## src/rtl/pipelined_prefix_adder.sv

```systemverilog
// Three-stage Kogge-Stone parallel-prefix adder with valid/ready handshake.
// Stages: bitwise generate/propagate, first SPLIT_LEVEL prefix levels, remaining levels plus sum.

// Kogge-Stone black cell: merges a high group (g_hi, p_hi) with the adjacent lower group.
module prefix_cell (
    input  logic g_hi,
    input  logic p_hi,
    input  logic g_lo,
    input  logic p_lo,
    output logic g_out,
    output logic p_out
);
    assign g_out = g_hi | (p_hi & g_lo);
    assign p_out = p_hi & p_lo;
endmodule

module pipelined_prefix_adder #(
    parameter int WIDTH       = 16,
    parameter int SPLIT_LEVEL = 2
) (
    input  logic             clk,
    input  logic             rst,
    input  logic             in_valid,
    output logic             in_ready,
    input  logic [WIDTH-1:0] a,
    input  logic [WIDTH-1:0] b,
    input  logic             cin,
    output logic             out_valid,
    input  logic             out_ready,
    output logic [WIDTH-1:0] sum,
    output logic             cout,
    output logic             ovf
);
    localparam int LEVELS    = $clog2(WIDTH);
    localparam int S2_LEVELS = LEVELS - SPLIT_LEVEL;

    // The whole pipe freezes, bubbles included, while the consumer holds off a valid result.
    logic advance;
    assign advance  = !(out_valid && !out_ready);
    assign in_ready = advance;

    // ---------------- Stage S0: bitwise generate / propagate ----------------
    logic             s0_valid;
    logic [WIDTH-1:0] s0_g;
    logic [WIDTH-1:0] s0_p;
    logic             s0_cin;

    always_ff @(posedge clk) begin
        if (rst) begin
            s0_valid <= 1'b0;
        end else if (advance) begin
            s0_valid <= in_valid;
        end
    end

    // NOTE: datapath registers carry no reset; the stage valid bit alone says whether they mean anything.
    always_ff @(posedge clk) begin
        if (advance && in_valid) begin
            s0_g   <= a & b;
            s0_p   <= a ^ b;
            s0_cin <= cin;
        end
    end

    // ---------------- Stage S1: prefix levels 1..SPLIT_LEVEL ----------------
    logic [SPLIT_LEVEL:0][WIDTH-1:0] g_net1;
    logic [SPLIT_LEVEL:0][WIDTH-1:0] p_net1;

    // Carry-in is the bit -1 generate term; folding it into bit 0 lets every node G[i] be C_i.
    assign g_net1[0] = {s0_g[WIDTH-1:1], s0_g[0] | (s0_p[0] & s0_cin)};
    assign p_net1[0] = s0_p;

    for (genvar l = 0; l < SPLIT_LEVEL; l++) begin : g_lvl1
        for (genvar i = 0; i < WIDTH; i++) begin : g_bit
            if (i >= (1 << l)) begin : g_cell
                prefix_cell u_cell (
                    .g_hi  (g_net1[l][i]),
                    .p_hi  (p_net1[l][i]),
                    .g_lo  (g_net1[l][i-(1<<l)]),
                    .p_lo  (p_net1[l][i-(1<<l)]),
                    .g_out (g_net1[l+1][i]),
                    .p_out (p_net1[l+1][i])
                );
            end else begin : g_pass
                assign g_net1[l+1][i] = g_net1[l][i];
                assign p_net1[l+1][i] = p_net1[l][i];
            end
        end
    end

    logic             s1_valid;
    logic [WIDTH-1:0] s1_gg;
    logic [WIDTH-1:0] s1_gp;
    logic [WIDTH-1:0] s1_p;
    logic             s1_cin;

    always_ff @(posedge clk) begin
        if (rst) begin
            s1_valid <= 1'b0;
        end else if (advance) begin
            s1_valid <= s0_valid;
        end
    end

    always_ff @(posedge clk) begin
        if (advance && s0_valid) begin
            s1_gg  <= g_net1[SPLIT_LEVEL];
            s1_gp  <= p_net1[SPLIT_LEVEL];
            s1_p   <= s0_p;
            s1_cin <= s0_cin;
        end
    end

    // ---------------- Stage S2: remaining prefix levels and sum ----------------
    logic [S2_LEVELS:0][WIDTH-1:0] g_net2;
    logic [S2_LEVELS:0][WIDTH-1:0] p_net2;

    assign g_net2[0] = s1_gg;
    assign p_net2[0] = s1_gp;

    for (genvar l = 0; l < S2_LEVELS; l++) begin : g_lvl2
        localparam int SPAN = 1 << (l + SPLIT_LEVEL);
        for (genvar i = 0; i < WIDTH; i++) begin : g_bit
            if (i >= SPAN) begin : g_cell
                prefix_cell u_cell (
                    .g_hi  (g_net2[l][i]),
                    .p_hi  (p_net2[l][i]),
                    .g_lo  (g_net2[l][i-SPAN]),
                    .p_lo  (p_net2[l][i-SPAN]),
                    .g_out (g_net2[l+1][i]),
                    .p_out (p_net2[l+1][i])
                );
            end else begin : g_pass
                assign g_net2[l+1][i] = g_net2[l][i];
                assign p_net2[l+1][i] = p_net2[l][i];
            end
        end
    end

    // Group propagates of the last level have no consumer once all carries are resolved.
    logic unused_group_p;
    assign unused_group_p = ^p_net2[S2_LEVELS];

    logic [WIDTH-1:0] carry;
    logic [WIDTH-1:0] sum_next;
    logic             cout_next;
    logic             ovf_next;

    assign carry     = g_net2[S2_LEVELS];
    assign sum_next  = s1_p ^ {carry[WIDTH-2:0], s1_cin};
    assign cout_next = carry[WIDTH-1];
    // Signed overflow is exactly carry-into-MSB differing from carry-out-of-MSB.
    assign ovf_next  = carry[WIDTH-1] ^ carry[WIDTH-2];

    always_ff @(posedge clk) begin
        if (rst) begin
            out_valid <= 1'b0;
            sum       <= '0;
            cout      <= 1'b0;
            ovf       <= 1'b0;
        end else if (advance) begin
            out_valid <= s1_valid;
            if (s1_valid) begin
                sum  <= sum_next;
                cout <= cout_next;
                ovf  <= ovf_next;
            end
        end
    end

endmodule

```

## config.mk

```make
export PLATFORM = sky130hd
export DESIGN_NAME = pipelined_prefix_adder
export DESIGN_NICKNAME = d
export VERILOG_FILES = /design/src/rtl/pipelined_prefix_adder.sv
export SDC_FILE = /design/constraint.sdc
export NUM_CORES = 1
export LEC_CHECK = 0
export BUFFER_PORTS_ARGS = -buffer_cell sky130_fd_sc_hd__buf_2
export CAP_MARGIN = 30
export CORE_MARGIN = 2
export CORE_UTILIZATION = 50
export CTS_BUF_LIST = sky130_fd_sc_hd__clkbuf_16
export DETAILED_ROUTE_END_ITERATION = 16
export PLACE_DENSITY = 0.76
export SKIP_CTS_REPAIR_TIMING = 1
export SLEW_MARGIN = 20
export SYNTH_ARGS = -nofsm -noshare
export SYNTH_HDL_FRONTEND = slang
export SYNTH_SLANG_ARGS = --single-unit
```

## constraint.sdc

```tcl
create_clock -name clk -period 4.43 [get_ports clk]
set_clock_uncertainty 0.1 [all_clocks]
set_input_delay 0.2215 -clock clk [delete_from_list [all_inputs] [get_ports clk]]
set_output_delay 0.2215 -clock clk [all_outputs]
set_load 0.02 [all_outputs]
```

# Word level (Yosys, flattened, before mapping)

Index checks and enable logic that the tools add are counted.

Word-level logic and storage cells: 161
Input port bits: 37
Register bits after elaboration: 103
Output and inout bits: 20

Bitwise gates (word level): 142
Reductions and logical operators: 6

Operator list:

| operator          | count |
|---|---|
| $and 1x1->1       | 87 |
| $or 1x1->1        | 50 |
| $xor 16x16->16    | 2 |
| $and 16x16->16    | 1 |
| $logic_and 1x1->1 | 3 |
| $logic_not 1->1   | 2 |
| $reduce_and 2->1  | 1 |
| $not 1->1         | 1 |
| $xor 1x1->1       | 1 |

# Longest topological paths before layout

Gate-level depths: netlist (run 1).

Depth in word-level cells: 6
Gate-level depth with buffers: 7
Mapped depth without buffers: 4

# Hierarchy

From an unflattened synthesis (run 1), not the netlist that was laid out.

Cells, all modules: 290
Area, all modules: 4361.7 µm²

By module, submodules not included:

| module                 | cells each | instances | area each (µm²) | sequential area each (µm²) |
|---|---|---|---|---|
| pipelined_prefix_adder | 192        | 1         | 3626.0          | 2852.7 |
| prefix_cell            | 2          | 49        | 15.0            | 0.0 |

# Worst setup path before layout (run 1)

OpenSTA, ideal clock, no wires.

Path kind: register to register
Start: register out_valid
End: register s1_cin (enable)
Buffers on the path: 1
Clock period less this slack: 2.249 ns
Setup slack: 2.181 ns
Arrival: 1.741 ns
Stages on the path, launching flop included: 4
Library setup time: 0.408 ns
Data required time: 3.922 ns
Cell sequence: dfxtp_1 nand2b_4 buf_8 and2_1

Cells in the longest elaborated chain, start to end: 3

Ends and longest elaborated chain:

| item                   | RTL line | text |
|---|---|---|
| from (decl)            | 28       | `output logic out_valid,` |
| from (signal assigned) | 162      | `out_valid <= s1_valid;` |
| $logic_and 1x1->1      | 39       | `assign advance = !(out_valid && !out_ready);` |
| $logic_not 1->1        | 39       |  |
| named net in_ready     | 24       | `output logic in_ready,` |
| $logic_and 1x1->1      | 106      | `if (advance && s0_valid) begin` |
| to (signal assigned)   | 110      | `s1_cin <= s0_cin;` |
| to (decl)              | 95       | `logic s1_cin;` |

The timed path passes the listed nets, and every way through them passes these cells.
A chain may end at the register's enable or synchronous reset.

# Worst setup path in the final report (run 1)

Start: register out_valid
End: register sum[3]

Cells in the longest elaborated chain, start to end: 3

Ends and longest elaborated chain:

| item                              | RTL line | text |
|---|---|---|
| $logic_and 1x1->1                 | 39       |  |
| $not 1->1 (no source line)        | --       |  |
| $reduce_and 2->1 (no source line) | --       |  |
| to (signal assigned)              | 164      | `sum <= sum_next;` |
| to (decl)                         | 30       | `output logic [WIDTH-1:0] sum,` |

No other way between the ends.

==> results of run 1 <==
==> cell type report <==
class                           instances  area [um^2]
Fill cell                             586         3110
Inverter                                6         22.5
Tap cell                              102          128
Timing Repair Buffer                   59          318
Clock inverter                          7         36.3
Multi-Input combinational cell        186         1160
Clock buffer                            9          225
Sequential cell                        99         2760
==> through the flow <==
step            util  worst slack, ns
5_1_grt        0.599             2.57
2_1_floorplan      -             2.18
3_5_place_dp   0.562             2.61
6_report       0.599             2.72
4_1_cts        0.595             2.63
3_3_place_gp   0.562             2.65
==> path summary, 6_finish.rpt <==
| kind | end | slack (ns) | cells after the start |
|---|---|---|---|
| setup / recovery | sum[3] | 2.72 | 4 |
| hold / removal | s0_p[14] | 0.07 | 2 |
| setup reg to reg | sum[3] | 2.72 | 4 |
| hold reg to reg | s1_gp[0] | 0.35 | 0 |
==> state kept, by name, summed over array words and instances (netlist names) <==
register   count
sum           16
s0_g          16
s1_cin         1
s0_p          16
s1_valid       1
s1_p          15
cout           1
s1_gp         13
out_valid      1
s0_valid       1
s1_gg         16
s0_cin         1
ovf            1
==> kinds of logic (layout without fill, tap and decap cells) <==
family	count (synthesis)	after routing	share of synthesized area
AO/OA/AOI/OAI	61	61	0.0920
buffers and inverters	15	81	0.0218
adder cells (fa/ha/maj)	16	16	0.0499
multiplexers	2	2	0.00499
XOR/XNOR	10	10	0.0218
AND/OR/NAND/NOR	97	97	0.121
flip-flops	99	99	0.689
==> metal layers <==
layer	vias to the layer above	share of wire
met1	1063	0.47
li1	1226	-
met3	7	0.059
met2	77	0.46
met4	0	0.017
met5	-	0
==> where the power goes <==
group	internal (W)	leakage [nW]	total (W)	switching, W
registers	0.00107	0.915	0.00111	0.0000363
clock network	0.000372	0.127	0.000671	0.000299
logic	0.0000600	0.752	0.000144	0.0000842
total	0.00150	1.79	0.00192	0.000420
==> cells in the final DEF (no fill, tap or decap), types with 8 or more instances in the layout <==
cell / netlist / routed
a21oi_1: 23 / 23
edfxtp_1: 78 / 78
buf_2: 1 / 56
dfxtp_1: 21 / 21
clkbuf_16: 0 / 9
nand3_1: 8 / 8
nor2_1: 28 / 28
xnor2_1: 9 / 9
o21ai_0: 13 / 13
nand2_1: 31 / 31
nand2b_1: 8 / 8
ha_1: 16 / 16
==> worst max-delay path, stage by stage (launching register included) <==
cell and delay (ns):
dfxtp_1 0.33, nand2b_4 0.13, and2_1 0.68, nor2_1 0.09
a211oi_1 0.27
==> impl_metrics.csv, run 1 <==
group,metric,value,unit
placement,hpwl,4.41,mm
route,viasPerCell,5.07,
logic_synthesis,netlist_area,0.00401,mm^2
cells_and_area,area_growth,16.0,%
timing,period_needed,1.71,ns
critical_path,critPathCaptureType,"flop",
min_path,worstHoldStart,"b[14]",
route,first_pass_iters,4,
clocking,cts_inserted_buffers,9,
die,initial_utilization,0.516,
clocking,insertion_delay,0.33,ns
job,cap_violations,0,
logic_synthesis,ys_types,39,
global_routing,busiest_layer,"met2",
power,peakVddDrop,194,uV
placement,io_buffers,56,
power,powerDensity,413,mW/mm^2
timing,tns,0,ns
power,leakage,1.79,nW
critical_path,crit_arrival,1.84,ns
route,drt_iter0_drc,203,
logic_synthesis,yosys.area.top_type,"edfxtp_1",
cells_and_area,layout-drive-gt1-share,0.202,
global_routing,overflow,0,
clocking,cts_sinks,99,
clocking,cts_max_path_buffers,2,
critical_path,critPathMaxFanout,25,
logic_synthesis,ys.flop_type,"edfxtp_1",
critical_path,required,4.56,ns
route,drc,0,
global_routing,grt_pass1_vias,2227,
logic_synthesis,synth-seq-cells,99,
global_routing,met3_usage,0.0282,
logic_synthesis,yosysSeqAreaShare,0.689,
route,routed_wl,6.12,mm
power,power.total,0.00192,W
logic_synthesis,syn-num-nets,353,
global_routing,antenna_found_initial,0,
timing,clock.fmax,586,MHz
die,dieArea,0.00876,mm^2
route,vias,2373,
logic_synthesis,synth_common_cells,"edfxtp_1 (78), nand2_1 (31), nor2_1 (28)",
logic_synthesis,syn_avg_cell_area,13.4,um^2
timing,setup_viol,0,
outcome,outcome,"finished clean",
critical_path,r2r-start,"out_valid",
logic_synthesis,yosysMostFrequentCell,"edfxtp_1",
die,rows,32,
placement,gp_congestion,0.806,
logic_synthesis,synth.top_cell.area_share,0.584,
cells_and_area,finalNonFillerCells,468,
clocking,cts_tree,"done",
logic_synthesis,ys_async_sr_fraction,0,
timing,slew_headroom,0.460,
route,wl_per_cell,13.1,um
timing,finalHoldViolCount,0,
die,ioPinCount,57,
cells_and_area,antenna_cells,0,
min_path,hold_path.class,"in2reg",
global_routing,groute.layer.met1.usage,0.220,
die,fp.dieW,93.6,um
route,final_antenna_net_count,0,
critical_path,critical_path_class,"reg2reg",
timing,worstMarginPinSlew,0.811,ns
logic_synthesis,yosys_warnings,0,
logic_synthesis,synth_edf_count,78,
placement,placed_cells,450,
global_routing,grt_max_degree,47,
die,core_area,0.00777,mm^2
cells_and_area,nets,414,
cells_and_area,postLayoutCellArea,0.00465,mm^2
die,fp.dieH,93.6,um
timing,holdWs,0.0750,ns
clocking,root_buffer,"clkbuf_16",
timing,rsz0062_at_grt,"false",
global_routing,use_met2,0.230,
critical_path,crit_start,"out_valid",
global_routing,grtUsageTotal,0.154,
clocking,clk_transition_reported_paths,0.06,ns
logic_synthesis,syn_inst,300,
global_routing,grt_pass1_wl,10.3,mm
clocking,htree_levels,3,
logic_synthesis,synth_area_leaders,"edfxtp_1 (58%), dfxtp_1 (10%), ha_1 (5.0%)",
placement,place_area,0.00436,mm^2
critical_path,startpoint_type,"flop",
timing,fin_crit_sh,0.385,
timing,slew_violations,0,
No activity file was read; power rests on OpenSTA's default activity.
==> run 2, diff against run 1 <==
--- a/config.mk
+++ b/config.mk
@@ -11,7 +11,7 @@
 export CORE_UTILIZATION = 50
 export CTS_BUF_LIST = sky130_fd_sc_hd__clkbuf_16
 export DETAILED_ROUTE_END_ITERATION = 16
-export PLACE_DENSITY = 0.76
+export PLACE_DENSITY = 0.79
 export SKIP_CTS_REPAIR_TIMING = 1
 export SLEW_MARGIN = 20
 export SYNTH_ARGS = -nofsm -noshare
==> constraint.sdc (replaced) <==
create_clock -name clk -period 1.5 [get_ports clk]
set_clock_uncertainty 0.1 [all_clocks]
set_input_delay 0.075 -clock clk [delete_from_list [all_inputs] [get_ports clk]]
set_output_delay 0.075 -clock clk [all_outputs]
set_load 0.02 [all_outputs]
==> impl_metrics.csv, run 2 (synthesized netlist as in run 1, its figures left out) <==
group,metric,value,unit
outcome,outcome,"complete, but fails checks",
outcome,violations,"negative hold slack, negative setup slack",
cells_and_area,postLayoutCoreUtil,0.658,
power,pwr-share-comb,0.087,
clocking,htree_levels,3,
critical_path,crit_arrival,1.48,ns
placement,io_buffers,56,
placement,placed_cells,456,
die,ioPinCount,57,
clocking,insertion_delay,0.34,ns
critical_path,crit_start,"a[7]",
timing,setup_viol,1,
power,switching_share,0.222,
cells_and_area,area_growth,27.3,%
global_routing,overflow,0,
route,drc,0,
job,cap_violations,0,
critical_path,critical_path_class,"in2reg",
die,fp.dieH,93.6,um
timing,slew_violations,0,
placement,place_area,0.00444,mm^2
power,switchingPower,0.00134,W
clocking,root_buffer,"clkbuf_16",
clocking,clk_transition_reported_paths,0.06,ns
clocking,cts_sinks,99,
global_routing,grt_pass1_wl,11.6,mm
timing,tns,-0.00104,ns
cells_and_area,final_common_cell,"edfxtp_1",
route,wl_per_cell,14.7,um
power,p_clk_frac,0.370,
critical_path,critPathMaxFanout,1,
die,initial_utilization,0.516,
critical_path,required,1.48,ns
cells_and_area,postLayoutCellArea,0.00511,mm^2
cells_and_area,layout-drive-gt1-share,0.206,
timing,fin_crit_sh,1.00,
global_routing,grt_max_degree,34,
timing,worstMarginPinSlew,0.431,ns
timing,fin_ws,-0.00104,ns
cells_and_area,antenna_cells,0,
die,core_area,0.00777,mm^2
die,fp.dieW,93.6,um
die,rows,32,
route,drt_iter0_drc,147,
timing,slew_headroom,0.713,
critical_path,r2r-start,"s1_gg[1]",
route,routed_wl,7.47,mm
route,viasPerCell,5.19,
timing,holdWs,-0.0503,ns
global_routing,grt_pass1_vias,2501,
min_path,worstHoldStart,"a[9]",
clocking,cts_max_path_buffers,2,
route,first_pass_iters,4,
route,final_antenna_net_count,0,
power,power.total,0.00604,W
placement,gp_congestion,0.836,
critical_path,rr_worst_depth,4,
timing,finalHoldViolCount,1,
power,leakage,1.99,nW
timing,clock.fmax,666,MHz
critical_path,critPathCaptureType,"flop",
global_routing,antenna_found_initial,0,
route,vias,2644,
die,dieArea,0.00876,mm^2
clocking,cts_tree,"done",
timing,period_needed,1.50,ns
cells_and_area,finalNonFillerCells,509,
critical_path,startpoint_type,"input port",
power,peakVddDrop,737,uV
clocking,cts_inserted_buffers,9,
cells_and_area,nets,455,
power,internal-power,0.00470,W
min_path,hold_path.class,"in2reg",
power,power_frac_seq,0.543,
min_path,whs_path_depth,2,
power,powerDensity,1180,mW/mm^2
cells_and_area,mostFrequentLayoutCells,"edfxtp_1 (78), buf_2 (56), dlygate4sd3_1 (37)",
placement,hpwl,5.01,mm
global_routing,grtUsageTotal,0.175,
run 2: cell count changes in the layout (fill, tap and decap cells not counted), sizes merged:
cell | previous run | this run
dlygate4sd3 | 1 | 37
buf | 58 | 63
inv | 7 | 6
bufinv | 0 | 1
run 2: area by class of cell:
class	count	area, um^2
inverter	6	22.5
multi-input combinational	186	1170
sequential	99	2760
clock buffer	9	225
tap	102	128
clock inverter	7	68.8
fill	583	2660
timing repair buffer	100	728
run 2: worst paths after layout:
check	end	slack (ns)
min reg2reg	sum[6]	0.35
min	s0_p[9]	-0.05
max	s0_g[7]	-0.001
max reg2reg	sum[14]	0.08
run 2: power groups by stage:
| stage | Sequential, W | Clock (W) | Combinational [W] |
|---|---|---|---|
| after floorplan | 0.00333 | 0 | 0.000260 |
| after global placement | 0.00333 | 0 | 0.000432 |
| after detailed placement | 0.00334 | 0 | 0.000447 |
| after CTS | 0.00328 | 0.00227 | 0.000452 |
| after global routing | 0.00330 | 0.00241 | 0.000588 |
| final | 0.00328 | 0.00224 | 0.000523 |
run 2: layer usage:
metal,wire length [um],vias up,track usage
li1,-,1307,-
met5,0,-,0
met2,3700,96,0.281
met1,3190,1227,0.231
met4,160,0,0.0870
met3,419,14,0.0298
run 2: critical path: stages:
cell	delay [ns]
dlygate4sd3_1	0.53
buf_2	0.12
ha_1	0.18
dlygate4sd3_1	0.57
run 2: metrics by stage:
stage | setup slack [ns] | hold slack [ns]
final | -0.00104 | -0.0503
after global routing | -0.0118 | -0.0278
after CTS | 0.0786 | -0.198
after detailed placement | 0.105 | 0.154
after global placement | 0.162 | 0.154
after floorplan | 0.0209 | 0.0739
==> run 3, diff against run 2 <==
--- a/config.mk
+++ b/config.mk
@@ -5,13 +5,15 @@
 export SDC_FILE = /design/constraint.sdc
 export NUM_CORES = 1
 export LEC_CHECK = 0
-export BUFFER_PORTS_ARGS = -buffer_cell sky130_fd_sc_hd__buf_2
+export BUFFER_PORTS_ARGS = -buffer_cell sky130_fd_sc_hd__buf_4
 export CAP_MARGIN = 30
+export CELL_PAD_IN_SITES_DETAIL_PLACEMENT = 0
+export CELL_PAD_IN_SITES_GLOBAL_PLACEMENT = 1
 export CORE_MARGIN = 2
-export CORE_UTILIZATION = 50
+export CORE_UTILIZATION = 42
 export CTS_BUF_LIST = sky130_fd_sc_hd__clkbuf_16
 export DETAILED_ROUTE_END_ITERATION = 16
-export PLACE_DENSITY = 0.79
+export PLACE_DENSITY = 0.81
 export SKIP_CTS_REPAIR_TIMING = 1
 export SLEW_MARGIN = 20
 export SYNTH_ARGS = -nofsm -noshare
==> impl_metrics.csv, run 3 (synthesized netlist as in run 1, its figures left out) <==
group,metric,value,unit
die,fp.dieH,102,um
route,vias,2576,
route,routed_wl,7.31,mm
global_routing,grtUsageTotal,0.150,
critical_path,critPathCaptureType,"flop",
die,rows,35,
cells_and_area,area_growth,32.4,%
timing,setup_viol,0,
clocking,clk_transition_reported_paths,0.07,ns
clocking,insertion_delay,0.34,ns
critical_path,rr_worst_depth,4,
timing,slew_headroom,0.710,
clocking,cts_max_path_buffers,2,
timing,slew_violations,0,
timing,fin_crit_sh,0.973,
timing,holdWs,0.00684,ns
min_path,whs_path_depth,3,
die,dieArea,0.0103,mm^2
timing,period_needed,1.46,ns
clocking,cts_tree,"done",
die,core_area,0.00924,mm^2
global_routing,grt_pass1_vias,2455,
critical_path,critical_path_class,"in2reg",
cells_and_area,postLayoutCoreUtil,0.575,
route,drc,0,
placement,io_buffers,56,
cells_and_area,final_common_cell,"edfxtp_1",
clocking,cts_sinks,99,
global_routing,antenna_found_initial,0,
cells_and_area,antenna_cells,0,
die,fp.dieW,102,um
outcome,outcome,"finished clean",
timing,tns,0,ns
timing,clock.fmax,685,MHz
route,final_antenna_net_count,0,
die,initial_utilization,0.434,
critical_path,critPathMaxFanout,1,
clocking,htree_levels,3,
critical_path,crit_arrival,1.45,ns
critical_path,startpoint_type,"input port",
job,cap_violations,0,
power,powerDensity,1190,mW/mm^2
power,leakage,2.04,nW
placement,gp_congestion,0.757,
clocking,root_buffer,"clkbuf_16",
cells_and_area,mostFrequentLayoutCells,"edfxtp_1 (78), buf_4 (61), dlygate4sd3_1 (35)",
route,wl_per_cell,13.7,um
route,drt_iter0_drc,96,
power,peakVddDrop,647,uV
route,first_pass_iters,6,
global_routing,overflow,0,
clocking,cts_inserted_buffers,9,
timing,finalHoldViolCount,0,
placement,hpwl,5.02,mm
cells_and_area,layout-drive-gt1-share,0.222,
global_routing,grt_pass1_wl,11.7,mm
critical_path,required,1.49,ns
die,ioPinCount,57,
min_path,hold_path.class,"in2reg",
cells_and_area,nets,453,
timing,worstMarginPinSlew,0.435,ns
global_routing,grt_max_degree,37,
route,viasPerCell,4.82,
==> run 3: worst paths after layout <==
check	endpoint	from	slack (ns)
max	s0_g[8]	a[8]	0.04
min	out_valid	out_ready	0.007
max reg2reg	s1_gg[4]	s0_p[2]	0.13
min reg2reg	sum[8]	sum[8]	0.35
==> run 3: area by class of cell <==
cell class	count	area [um^2]
Clock buffer	9	225
Clock inverter	7	98.8
Fill cell	747	3930
Inverter	6	22.5
Multi-Input combinational cell	186	1190
Sequential cell	99	2760
Tap cell	129	161
Timing Repair Buffer	98	848
==> run 3: report_power, final <==
| group | total [W] | internal, W | switching, W |
|---|---|---|---|
| Clock | 0.00246 | 0.00147 | 0.000991 |
| Sequential | 0.00328 | 0.00316 | 0.000117 |
| Combinational | 0.000562 | 0.000290 | 0.000272 |
==> run 3: critical path, cell delays in order <==
cell and delay, ns:
dlygate4sd3_1 0.53, buf_4 0.13, ha_1 0.17, dlygate4sd3_1 0.54
==> run 3: per-layer routing <==
| metal | global-route usage | vias to the layer above | share of wire |
|---|---|---|---|
| li1 | - | 1299 | - |
| met2 | 0.221 | 57 | 0.47 |
| met4 | 0.0655 | 0 | 0.017 |
| met1 | 0.213 | 1212 | 0.47 |
| met5 | 0 | - | 0 |
| met3 | 0.0338 | 8 | 0.043 |
==> run 3: metrics by stage <==
stage / setup WS, ns / area, um^2 / instances / power, W
CTS: 0.0802 / 4940 / 499 / 0.00628
global placement: 0.136 / 4610 / 483 / 0.00381
detailed placement: 0.0946 / 4610 / 483 / 0.00383
finish: 0.0412 / 5310 / 534 / 0.00631
floorplan: 0.0209 / 4020 / 300 / 0.00359
global route: -0.00597 / 5310 / 534 / 0.00658
